$ cat config.mk
export PLATFORM = sky130hd
export DESIGN_NAME = inta_sequencer_flat
export DESIGN_NICKNAME = d
export VERILOG_FILES = /design/src/rtl/pic_pkg.sv /design/src/rtl/inta_sequencer_if.sv /design/src/rtl/pic_edge_detect.sv /design/src/rtl/inta_sequencer.sv /design/src/flat_wrapper.sv
export SDC_FILE = /design/constraint.sdc
export NUM_CORES = 1
export LEC_CHECK = 0
export ABC_AREA = 1
export BUFFER_PORTS_ARGS = -buffer_cell sky130_fd_sc_hd__buf_2
export CAP_MARGIN = 20
export CORE_ASPECT_RATIO = 1.1
export CORE_MARGIN = 5
export CORE_UTILIZATION = 56
export CTS_BUF_LIST = sky130_fd_sc_hd__clkbuf_8 sky130_fd_sc_hd__clkbuf_16
export CTS_CLUSTER_SIZE = 24
export DETAILED_ROUTE_END_ITERATION = 6
export MAX_ROUTING_LAYER = met4
export PLACE_DENSITY_LB_ADDON = 0.25
export SLEW_MARGIN = 0
export SYNTH_ARGS = -nofsm -noshare
export SYNTH_HDL_FRONTEND = slang
export SYNTH_SLANG_ARGS = --single-unit
$ cat constraint.sdc
create_clock -name clk -period 2.7 [get_ports clk]
set_input_delay 0.27 -clock clk [delete_from_list [all_inputs] [get_ports clk]]
set_output_delay 0.27 -clock clk [all_outputs]
set_load 0.005 [all_outputs]
$ cat src/rtl/pic_pkg.sv
// Shared types and constants for the 8259A-compatible interrupt controller blocks.
// Latency: n/a (declarations only).
// Backpressure: n/a (declarations only).
package pic_pkg;

    typedef enum logic [1:0] {
        IDLE,
        REQ,
        ACK1,
        ACK2
    } state_t;

    localparam int LEVEL_W    = 3;
    localparam int VEC_BASE_W = 5;
    localparam int VEC_W      = VEC_BASE_W + LEVEL_W;
    localparam int CNT_W      = 8;

    localparam logic [LEVEL_W-1:0] SPURIOUS_LEVEL = 3'd7;

    // Vector placed on the data bus during the second acknowledge: ICW2[7:3] over the level.
    function automatic logic [VEC_W-1:0] make_vector(input logic [VEC_BASE_W-1:0] base,
                                                     input logic [LEVEL_W-1:0]    lvl);
        return {base, lvl};
    endfunction

endpackage

$ cat src/rtl/inta_sequencer_if.sv
// CPU-side interrupt handshake bundle between resolver/ISR/CPU and the INTA sequencer.
// Latency: n/a (wiring only).
// Backpressure: none; the CPU paces the handshake through inta.
interface inta_sequencer_if;
    import pic_pkg::*;

    // Toward the sequencer
    logic                  irq_valid;
    logic [LEVEL_W-1:0]    irq_level;
    logic                  inta;
    logic [VEC_BASE_W-1:0] vector_base;
    logic                  aeoi;

    // From the sequencer
    logic                  int_out;
    logic                  isr_set;
    logic                  isr_clr;
    logic [LEVEL_W-1:0]    isr_level;
    logic [VEC_W-1:0]      data_out;
    logic                  data_oe;
    logic                  spurious;
    logic                  busy;

    modport master (
        output irq_valid, irq_level, inta, vector_base, aeoi,
        input  int_out, isr_set, isr_clr, isr_level, data_out, data_oe, spurious, busy
    );

    modport slave (
        input  irq_valid, irq_level, inta, vector_base, aeoi,
        output int_out, isr_set, isr_clr, isr_level, data_out, data_oe, spurious, busy
    );

endinterface

$ cat src/rtl/pic_edge_detect.sv
// Registers a synchronous strobe and flags its rising and falling edges.
// Latency: rise/fall are combinational against the one-cycle-old registered copy.
// Backpressure: none; every edge is reported exactly once.
module pic_edge_detect (
    input  logic clk,
    input  logic reset,
    input  logic din,
    output logic rise,
    output logic fall
);

    logic din_d;
    logic din_q;

    // Next value of the delayed copy is simply the current input.
    always_comb begin
        din_d = din;
    end

    // Delayed copy of the strobe, cleared on reset so no edge is invented afterwards.
    always_ff @(posedge clk) begin
        if (reset) begin
            din_q <= 1'b0;
        end else begin
            din_q <= din_d;
        end
    end

    assign rise = din & ~din_q;
    assign fall = ~din & din_q;

endmodule

$ cat src/rtl/inta_sequencer.sv
// Drives INT to the CPU and walks the two 8086-mode INTA pulses: ISR set, vector, optional auto-EOI.
// Latency: every output is registered; a sampled event is reflected one cycle later.
// Backpressure: none; the CPU paces via inta, a missing second pulse aborts after INTA_TIMEOUT cycles.
module inta_sequencer
    import pic_pkg::*;
#(
    parameter int INTA_TIMEOUT = 255
) (
    input  logic             clk,
    input  logic             reset,
    inta_sequencer_if.slave  bus
);

    localparam logic [CNT_W-1:0] TIMEOUT_LAST = CNT_W'(INTA_TIMEOUT - 1);

    logic inta_rise;
    logic inta_fall;

    pic_edge_detect u_inta_edge (
        .clk   (clk),
        .reset (reset),
        .din   (bus.inta),
        .rise  (inta_rise),
        .fall  (inta_fall)
    );

    state_t             state_d,     state_q;
    logic [LEVEL_W-1:0] level_d,     level_q;
    logic [CNT_W-1:0]   cnt_d,       cnt_q;
    logic               spur_d,      spur_q;
    logic               fall_seen_d, fall_seen_q;

    logic               int_out_d,   int_out_q;
    logic               isr_set_d,   isr_set_q;
    logic               isr_clr_d,   isr_clr_q;
    logic [LEVEL_W-1:0] isr_level_d, isr_level_q;
    logic [VEC_W-1:0]   data_out_d,  data_out_q;
    logic               data_oe_d,   data_oe_q;
    logic               spurious_d,  spurious_q;
    logic               busy_d,      busy_q;

    // Next-state and next-output logic; outputs are computed alongside the transition that causes them.
    always_comb begin
        state_d     = state_q;
        level_d     = level_q;
        cnt_d       = cnt_q;
        spur_d      = spur_q;
        fall_seen_d = fall_seen_q;
        int_out_d   = 1'b0;
        isr_set_d   = 1'b0;
        isr_clr_d   = 1'b0;
        data_out_d  = '0;
        data_oe_d   = 1'b0;
        spurious_d  = 1'b0;

        case (state_q)
            IDLE: begin
                cnt_d       = '0;
                spur_d      = 1'b0;
                fall_seen_d = 1'b0;
                if (bus.irq_valid) begin
                    state_d = REQ;
                end
            end

            REQ: begin
                if (inta_rise) begin
                    // First acknowledge: the request is frozen here; later resolver changes are ignored.
                    state_d     = ACK1;
                    cnt_d       = '0;
                    fall_seen_d = 1'b0;
                    if (bus.irq_valid) begin
                        level_d   = bus.irq_level;
                        isr_set_d = 1'b1;
                        spur_d    = 1'b0;
                    end else begin
                        // Request vanished under the acknowledge: answer with level 7, touch no ISR bit.
                        level_d    = SPURIOUS_LEVEL;
                        spurious_d = 1'b1;
                        spur_d     = 1'b1;
                    end
                end else if (!bus.irq_valid) begin
                    state_d = IDLE;
                end else begin
                    int_out_d = 1'b1;
                end
            end

            ACK1: begin
                if (inta_fall) begin
                    fall_seen_d = 1'b1;
                end
                // A second rise only counts once the first pulse has ended; it wins over a same-cycle timeout.
                if (inta_rise && fall_seen_q) begin
                    state_d    = ACK2;
                    cnt_d      = '0;
                    data_oe_d  = 1'b1;
                    data_out_d = make_vector(bus.vector_base, level_q);
                end else if (cnt_q == TIMEOUT_LAST) begin
                    // Abandon the acknowledge; the ISR bit already set stays set.
                    state_d     = IDLE;
                    cnt_d       = '0;
                    spur_d      = 1'b0;
                    fall_seen_d = 1'b0;
                end else begin
                    cnt_d = cnt_q + CNT_W'(1);
                end
            end

            ACK2: begin
                if (inta_fall) begin
                    state_d     = IDLE;
                    cnt_d       = '0;
                    spur_d      = 1'b0;
                    fall_seen_d = 1'b0;
                    isr_clr_d   = bus.aeoi & ~spur_q;
                end else begin
                    data_oe_d  = 1'b1;
                    data_out_d = make_vector(bus.vector_base, level_q);
                end
            end

            default: begin
                state_d = IDLE;
            end
        endcase

        isr_level_d = level_d;
        busy_d      = (state_d != IDLE);
    end

    // State, latched request context and registered outputs; reset overrides every transition.
    always_ff @(posedge clk) begin
        if (reset) begin
            state_q     <= IDLE;
            level_q     <= '0;
            cnt_q       <= '0;
            spur_q      <= 1'b0;
            fall_seen_q <= 1'b0;
            int_out_q   <= 1'b0;
            isr_set_q   <= 1'b0;
            isr_clr_q   <= 1'b0;
            isr_level_q <= '0;
            data_out_q  <= '0;
            data_oe_q   <= 1'b0;
            spurious_q  <= 1'b0;
            busy_q      <= 1'b0;
        end else begin
            state_q     <= state_d;
            level_q     <= level_d;
            cnt_q       <= cnt_d;
            spur_q      <= spur_d;
            fall_seen_q <= fall_seen_d;
            int_out_q   <= int_out_d;
            isr_set_q   <= isr_set_d;
            isr_clr_q   <= isr_clr_d;
            isr_level_q <= isr_level_d;
            data_out_q  <= data_out_d;
            data_oe_q   <= data_oe_d;
            spurious_q  <= spurious_d;
            busy_q      <= busy_d;
        end
    end

    assign bus.int_out   = int_out_q;
    assign bus.isr_set   = isr_set_q;
    assign bus.isr_clr   = isr_clr_q;
    assign bus.isr_level = isr_level_q;
    assign bus.data_out  = data_out_q;
    assign bus.data_oe   = data_oe_q;
    assign bus.spurious  = spurious_q;
    assign bus.busy      = busy_q;

endmodule

$ cat src/flat_wrapper.sv
// flat-port wrapper written by rule: the top's interface ports become plain ports
module inta_sequencer_flat import pic_pkg::*;
#(
    parameter int INTA_TIMEOUT = 255
)
  (clk, reset, bus_irq_valid, bus_irq_level, bus_inta, bus_vector_base, bus_aeoi, bus_int_out, bus_isr_set, bus_isr_clr, bus_isr_level, bus_data_out, bus_data_oe, bus_spurious, bus_busy);
  inta_sequencer_if bus_i ();
  input  logic clk;
  input  logic reset;
  input wire logic [$bits(bus_i.irq_valid)-1:0] bus_irq_valid;
  input wire logic [$bits(bus_i.irq_level)-1:0] bus_irq_level;
  input wire logic [$bits(bus_i.inta)-1:0] bus_inta;
  input wire logic [$bits(bus_i.vector_base)-1:0] bus_vector_base;
  input wire logic [$bits(bus_i.aeoi)-1:0] bus_aeoi;
  output wire logic [$bits(bus_i.int_out)-1:0] bus_int_out;
  output wire logic [$bits(bus_i.isr_set)-1:0] bus_isr_set;
  output wire logic [$bits(bus_i.isr_clr)-1:0] bus_isr_clr;
  output wire logic [$bits(bus_i.isr_level)-1:0] bus_isr_level;
  output wire logic [$bits(bus_i.data_out)-1:0] bus_data_out;
  output wire logic [$bits(bus_i.data_oe)-1:0] bus_data_oe;
  output wire logic [$bits(bus_i.spurious)-1:0] bus_spurious;
  output wire logic [$bits(bus_i.busy)-1:0] bus_busy;
  assign bus_i.irq_valid = bus_irq_valid;
  assign bus_i.irq_level = bus_irq_level;
  assign bus_i.inta = bus_inta;
  assign bus_i.vector_base = bus_vector_base;
  assign bus_i.aeoi = bus_aeoi;
  assign bus_int_out = bus_i.int_out;
  assign bus_isr_set = bus_i.isr_set;
  assign bus_isr_clr = bus_i.isr_clr;
  assign bus_isr_level = bus_i.isr_level;
  assign bus_data_out = bus_i.data_out;
  assign bus_data_oe = bus_i.data_oe;
  assign bus_spurious = bus_i.spurious;
  assign bus_busy = bus_i.busy;
  inta_sequencer #(.INTA_TIMEOUT(INTA_TIMEOUT)) u_core (.clk(clk), .reset(reset), .bus(bus_i));
endmodule
==> summary.md, run 1 <==
| Metric | Value |
|---|---|
| Status | `finished clean` |
| Worst slew pin tran | `0.2429 ns` |
| I/O pin cnt | `30` |
| Met2 global-route usage | `about a third` |
| Final min period | `1.328 ns` |
| Register area share after synthesis | `between 40% and 50%` |
| Number of synthesized flops with an enable pin | `0` |
| Final Slew Violations | `0` |
| DP HPWL | `around 1900 um` |
| Initial core utilization | `between 50% and 60%` |
| CTS tree | `yes` |
| Library cells used by synthesis | `26` |
| Worst-Skew Late Latency | `0.28 ns` |
| VDD IR max | `between 0.4 and 0.5 mV` |
| # setup viols final | `0` |
| Met1 usage | `between 10% and 20%` |
| Worst Slack Setup Final | `approximately 1.4 ns` |
| Post-Syn Area | `around 0.0013 sq mm` |
| P_leak | `0.0007487 uW` |
| DR pass1 iterations | `4` |
| Worst Skew | `~0.0058 ns` |
| Routed vias/inst | `4.793` |
| Achievable Freq | `about 0.75 GHz` |
| Logic pwr share | `about 8.5%` |
| Critical path peak fanout | `5` |
| H-tree levels | `2` |
| Syn nets | `~180` |
| Nets | `around 210` |
| Core ar. | `0.002230 sq mm` |
| Unrepaired setup endpoints after global routing | `false` |
| Largest cells by area after synthesis | `dfxtp_1 (46%), inv_1 (7.5%), nor2_1 (6.6%)` |
| Max-cap violation count | `0` |
| Share of cells above drive strength 1 | `a little over a third` |
| Die footprint | `about 0.0034 sq mm` |
| Initial antenna violation count | `0` |
| Power per cell area | `roughly 570 mW/mm^2` |
| Initial DRC count | `20` |
| DR WL/cell | `11.01 um` |
| Syn avg cell area | `8.098 sq um` |
| Port bufs | `29` |
| Num CTS Buffers | `5` |
| Sw Ratio | `24.00%` |
| Cell Rows | `18` |
| Vias | `1,088` |
| Synth-to-layout area growth | `20.63%` |
| Setup Crit Path Kind | `reg -> reg` |
| First-pass GRT wire length | `approximately 4600 um` |
| Max incr delay on CP | `approximately 0.43 ns` |
| Vias in the first global route | `1,150` |
| DRC violations left | `0` |
| Final hold vios | `0` |
| GR peak layer | `met2` |
| Ys flop type | `dfxtp_1` |
| ANT nets after route | `0` |
| Die Y | `~60 um` |
| Clk pwr share | `between 40% and 50%` |
| Cell taking the most area after synthesis | `dfxtp_1` |
| Routability Congestion | `roughly 0.86` |
| Final hold slack | `around 0.19 ns` |
| Dpl ws | `between 1 and 1.5 ns` |
| Critical path endpoint category | `register` |
| Setup Fix Bufs, Post-CTS | `0` |
| Largest net degree at the start of global routing | `10` |
| Hold WC Path Type | `in -> reg` |
| Yosys top cell area share | `46.07%` |
| CP required | `approximately 2.9 ns` |
| Die width | `between 50 and 60 um` |
| Ys async rst share | `0%` |
| Total gr overflow | `0` |
| Critical-path top delay cell | `dfxtp_1` |
| Final Cycle Share | `between 40 and 50%` |
| Worst-path clk slew | `approximately 0.070 ns` |
| FF+latch count, synth | `30` |
| Setup crit start kind | `register` |
| # hold bufs at CTS | `0` |
| Clk buf depth | `2` |
| Switch Pwr | `215.2 uW` |
| Tot GR Track Use | `18.36%` |
| CP arrival | `~1.5 ns` |
| Post-cts resize count | `0` |
| Root Buffer | `clkbuf_8` |
| Sink Count | `30` |
| Synth warnings | `0` |
| Seq. cell area | `~600 sq um` |
| Cells after synthesis | `roughly 160` |
| Worst-path cell chain | `nand2_1 -> nor2_1 -> nand2_1 -> o21ai_1 -> nand2_1 -> nand3_1 -> nand2_1` |
| Fillcell total | `196` |
| CP dominant cell by count | `nand2_1` |
| Reg power frac | `between 50% and 60%` |
| Drt total wl | `between 2000 and 3000 um` |
| Antenna cells | `0` |
| Setup TNS | `0 ns` |
| Area of the multi-input gates | `570.5 sq um` |
| Met3 GRT Util | `under 10%` |
| Max_slew headroom | `between 80% and 90%` |
| Pint | `681.4 uW` |
routing by layer:
metal | share of wire, % | routed length [um]
met3 | 6.3 | 158
met4 | 0.80 | 20
met5 | 0 | 0
met2 | 49 | 1233
met1 | 44 | 1088
flip-flops by register name (all words and copies together), names as in the netlist:
signal,count
u_core.fall_seen_q,1
u_core.cnt_q,8
u_core.bus.data_oe,1
u_core.bus.isr_clr,1
u_core.u_inta_edge.din_q,1
u_core.bus.spurious,1
u_core.state_q,2
u_core.level_q,3
u_core.bus.isr_set,1
u_core.bus.busy,1
u_core.bus.data_out,8
u_core.spur_q,1
u_core.bus.int_out,1
final cells by class:
type                       instances  share of cell area (%)
inverter                          32                   8.115
sequential                        30                   38.19
clock inverter                     2                  0.5569
clock buffer                       6                   5.251
multi-input combinational         98                   36.28
tap                               30                   2.387
timing repair buffer              29                   9.228
worst max-delay path, delay by kind of cell, from the launching register on:
kind	cells	cell delay, ns
DFF	1	0.43
AOI/OAI and AO/OA	1	0.17
and+or+nand+nor	6	0.62
power groups by stage:
| stage | Clock [uW] | Sequential (uW) | Combinational, uW |
|---|---|---|---|
| floorplan | 0 | 469 | 53.0 |
| global placement | 0 | 468 | 74.7 |
| detailed placement | 0 | 469 | 76.7 |
| CTS | 370 | 459 | 77.2 |
| global route | 394 | 460 | 86.8 |
| finish | 361 | 459 | 76.1 |
cells in the final DEF, fill, tap and decap left out, drive strengths merged:
master / Yosys / routed
a211oi: 3 / 3
a21oi: 4 / 4
and2: 1 / 1
buf: 1 / 29
clkbuf: 0 / 6
clkinv: 0 / 1
dfxtp: 30 / 30
ha: 2 / 2
inv: 32 / 33
nand2: 30 / 30
nand3: 10 / 10
nand4: 1 / 1
nor2: 34 / 34
nor3: 9 / 9
o21ai: 3 / 3
xor2: 1 / 1
cells by family after synthesis:
| family | Yosys count | synth area share, % |
|---|---|---|
| AOI/OAI and AO/OA | 10 | 5.278 |
| xor gates and xnor gates | 1 | 0.6719 |
| adders and majority gates | 2 | 1.919 |
| buffers and inverters | 33 | 10.17 |
| DFF | 30 | 46.07 |
| and+or+nand+nor | 85 | 35.89 |
through the flow:
| stage | area, sq um | cells | total power [uW] | util (%) |
|---|---|---|---|---|
| finish | 1573 | 227 | 896.7 | 70.54 |
| global route | 1573 | 227 | 941.0 | 70.54 |
| CTS | 1573 | 227 | 906.6 | 70.54 |
| detailed placement | 1481 | 219 | 545.6 | 66.44 |
| global placement | 1481 | 219 | 543.1 | 66.44 |
| floorplan | 1304 | 161 | 522.0 | - |
synth_stat cells, types with 3 or more instances:
library cell / number
nor2_1: 23
a21oi_2: 3
nand2_1: 21
a211oi_1: 3
nand2_4: 4
inv_2: 4
nor2_2: 9
inv_1: 26
nor3_2: 3
dfxtp_1: 30
nand3_1: 10
nor3_1: 6
nand2_2: 4
path summary, 6_finish.rpt:
path	endpoint	cells after the start	slack (ns)	from
worst min-delay path	u_core.bus.spurious$_SDFF_PP0_	2	0.19	bus_irq_valid
worst min register to register	u_core.bus.isr_clr$_SDFF_PP0_	1	0.44	u_core.spur_q$_SDFFE_PP0P_
worst max register to register	u_core.spur_q$_SDFFE_PP0P_	7	1.37	u_core.cnt_q[2]$_SDFFE_PP0P_
worst max-delay path	u_core.spur_q$_SDFFE_PP0P_	7	1.37	u_core.cnt_q[2]$_SDFFE_PP0P_
No activity file was read; power rests on OpenSTA's default activity.
==> inputs of run 2 (changes only) <==
Settings changed: ABC_AREA 1 to 0, CORE_UTILIZATION 56 to 46.
Clock period 2.7 ns to 1.19 ns, I/O delays scaled along.
==> run 2 against run 1 <==
Net effect: the flow now finishes with violations (setup timing); count of clock-buffer cells in the layout is 1 lower; global-route usage is 0.091 points lower; sequential share of layout area down 6.9 points; routed wire length grew 33%; critical path type unchanged.
==> summary.md, run 2 <==
| Metric | Value |
|---|---|
| Max_slew headroom | `between 80% and 90%` |
| Achievable Freq | `0.6833 GHz` |
| Cell taking the most area after synthesis | `dfxtp_1` |
| Setup crit start kind | `register` |
| Count leader, synth | `dfxtp_1` |
| Total gr overflow | `0` |
| Number of synthesized flops with an enable pin | `0` |
| Share of cells above drive strength 1 | `a little under three fifths` |
| FF+latch count, synth | `30` |
| Register area share after synthesis | `between 40% and 50%` |
| Antenna cells | `0` |
| DP HPWL | `between 2000 and 2500 um` |
| # setup viols final | `25` |
| Routability Congestion | `roughly 0.85` |
| CP arrival | `between 1.5 and 2 ns` |
| Sw Ratio | `24.15%` |
| Most frequent cells in the layout | `buf_2 (29), buf_4 (28), dfxtp_1 (24), nor2_1 (11)` |
| Port bufs | `29` |
| Logic pwr share | `12.3%` |
| Setup Crit Path Kind | `reg -> reg` |
| Vias | `approximately 1,200` |
| Num CTS Buffers | `5` |
| Uppermost routed layer | `met4` |
| Core ar. | `roughly 0.0025 sq mm` |
| Cells after synthesis | `about 130` |
| Synth top cells by count | `dfxtp_1 (30), nor2_1 (14), and2_1 (10)` |
| Final Cycle Share | `123.0%` |
| Sink Count | `30` |
| Tot GR Track Use | `a little under a fifth` |
| Critical path endpoint category | `register` |
| Final hold slack | `about 0.037 ns` |
| Most common cell after layout, fill and taps aside | `buf_2` |
| ANT nets after route | `0` |
| Switch Pwr | `a little under 500 uW` |
| Worst Skew | `about 0.003 ns` |
| Status | `finished with violations` |
| Finished Cell Area | `just under 0.002 sq mm` |
| Worst-path clk slew | `about 0.060 ns` |
| Final min period | `1.464 ns` |
| VDD IR max | `~0.86 mV` |
| Synth-to-layout area growth | `60.72%` |
| Final core utilization | `between 70 and 80%` |
| Initial core utilization | `around half` |
| Synth warnings | `0` |
| Cell Rows | `19` |
| Failing checks | `setup timing` |
| Clk buf depth | `2` |
| Pint | `between 1500 and 2000 uW` |
| Reg power frac | `between 50% and 60%` |
| CP required | `~1.4 ns` |
| Power per cell area | `1045 mW/mm^2` |
| Drt total wl | `about 3300 um` |
| Met3 WL | `between 100 and 150 um` |
| Post-Route M1 WL | `1250 um` |
| Final hold vios | `0` |
| DR pass1 iterations | `5` |
| Largest cells by area after synthesis | `dfxtp_1 (49%), and2_1 (5.2%), xnor2_1 (5.1%)` |
| Root Buffer | `clkbuf_8` |
| Nets | `approximately 210` |
| Die width | `roughly 59 um` |
| Initial DRC count | `19` |
| Max-cap violation count | `0` |
| Post-Syn Area | `0.001214 sq mm` |
| Syn nets | `140` |
| Placement-stage cell area | `roughly 0.0016 sq mm` |
| Worst-Skew Late Latency | `0.28 ns` |
| CTS tree | `yes` |
| Vias in the first global route | `1,121` |
| Clk pwr share | `between 30% and 40%` |
| P_leak | `around 0.00086 uW` |
| DRC violations left | `0` |
| I/O pin cnt | `30` |
| Critical path peak fanout | `2` |
| Die Y | `around 64 um` |
| Die footprint | `around 0.0038 sq mm` |
| First-pass GRT wire length | `5057 um` |
| Syn avg cell area | `9.709 sq um` |
| Met2 routed WL | `1873 um` |
| Yosys top cell area share | `between 40% and 50%` |
| Ys async rst share | `0%` |
| Hold WC Path Type | `in -> reg` |
| Final Slew Violations | `0` |
| Initial antenna violation count | `0` |
| # hold bufs at CTS | `0` |
| Dpl ws | `-0.3123 ns` |
| H-tree levels | `2` |
| DR WL/cell | `between 10 and 15 um` |
| Routed vias/inst | `roughly 5.2` |
| Worst Slack Setup Final | `-0.2736 ns` |
| Library cells used by synthesis | `33` |
| Ys flop type | `dfxtp_1` |
| Largest net degree at the start of global routing | `10` |
| Worst slew pin tran | `between 0.2 and 0.3 ns` |
| Unrepaired setup endpoints after global routing | `true` |
[run 2: worst paths after layout]
kind,from,endpoint,slack (ns),cells after the start
setup / recovery,u_core.cnt_q[0]$_SDFFE_PP0P_,u_core.bus.busy$_SDFF_PP0_,-0.27,6
hold / removal,bus_vector_base[3],u_core.bus.data_out[6]$_SDFF_PP0_,0.04,2
setup reg to reg,u_core.cnt_q[0]$_SDFFE_PP0P_,u_core.bus.busy$_SDFF_PP0_,-0.27,6
hold reg to reg,u_core.spur_q$_SDFFE_PP0P_,u_core.spur_q$_SDFFE_PP0P_,0.49,2
[run 2: metal layers]
layer | global-route usage, % | up-vias
li1 | - | 570
met1 | 17.84 | 565
met5 | - | -
met3 | 6.237 | 8
met2 | 32.46 | 30
met4 | 7.082 | 0
[run 2: cell families after synthesis]
family,Yosys count,share of synthesized area (%)
AOI/OAI and AO/OA,22,14.85
adders and majority gates,2,2.062
buffers and inverters,12,4.949
and+or+nand+nor,52,23.61
DFF,30,49.48
xor gates and xnor gates,7,5.052
[run 2: final cells by class]
cell class	instances	area (sq um)
clock buffer	5	68.82
fill	161	569.3
timing repair buffer	66	456.7
inverter	7	26.28
multi-input combinational	83	739.5
clock inverter	2	10.01
tap	31	38.79
sequential	30	610.6
[run 2: power by group through the flow]
stage / combinational, uW / clock [uW] / sequential [uW]
final: 250 / 752 / 1040
after global routing: 270 / 835 / 1040
after CTS: 216 / 770 / 1040
after detailed placement: 175 / 0 / 1060
after global placement: 170 / 0 / 1060
after floorplan: 92.6 / 0 / 1060
[run 2: critical path, stage by stage (launching register included)]
cell	delay, ns
dfxtp_2	0.32
inv_2	0.05
ha_4	0.13
nand3_4	0.07
o21a_1	0.22
o311a_1	0.36
or2_1	0.21
[run 2: metrics by stage]
step	cells	TNS (ns)	total power, uW
final	224	-3.994	2039
after floorplan	125	-2.215	1153
after global placement	206	-3.757	1226
after global routing	224	-5.029	2145
after detailed placement	206	-4.425	1231
after CTS	216	-3.710	2023
[run 2: what timing repair did]
action | 4_1_cts | 5_1_grt
buffers inserted | 3 | 8
pin swaps | 8 | 16
gates resized for setup | 29 | 16
endpoints found under the setup margin | 26 | 25
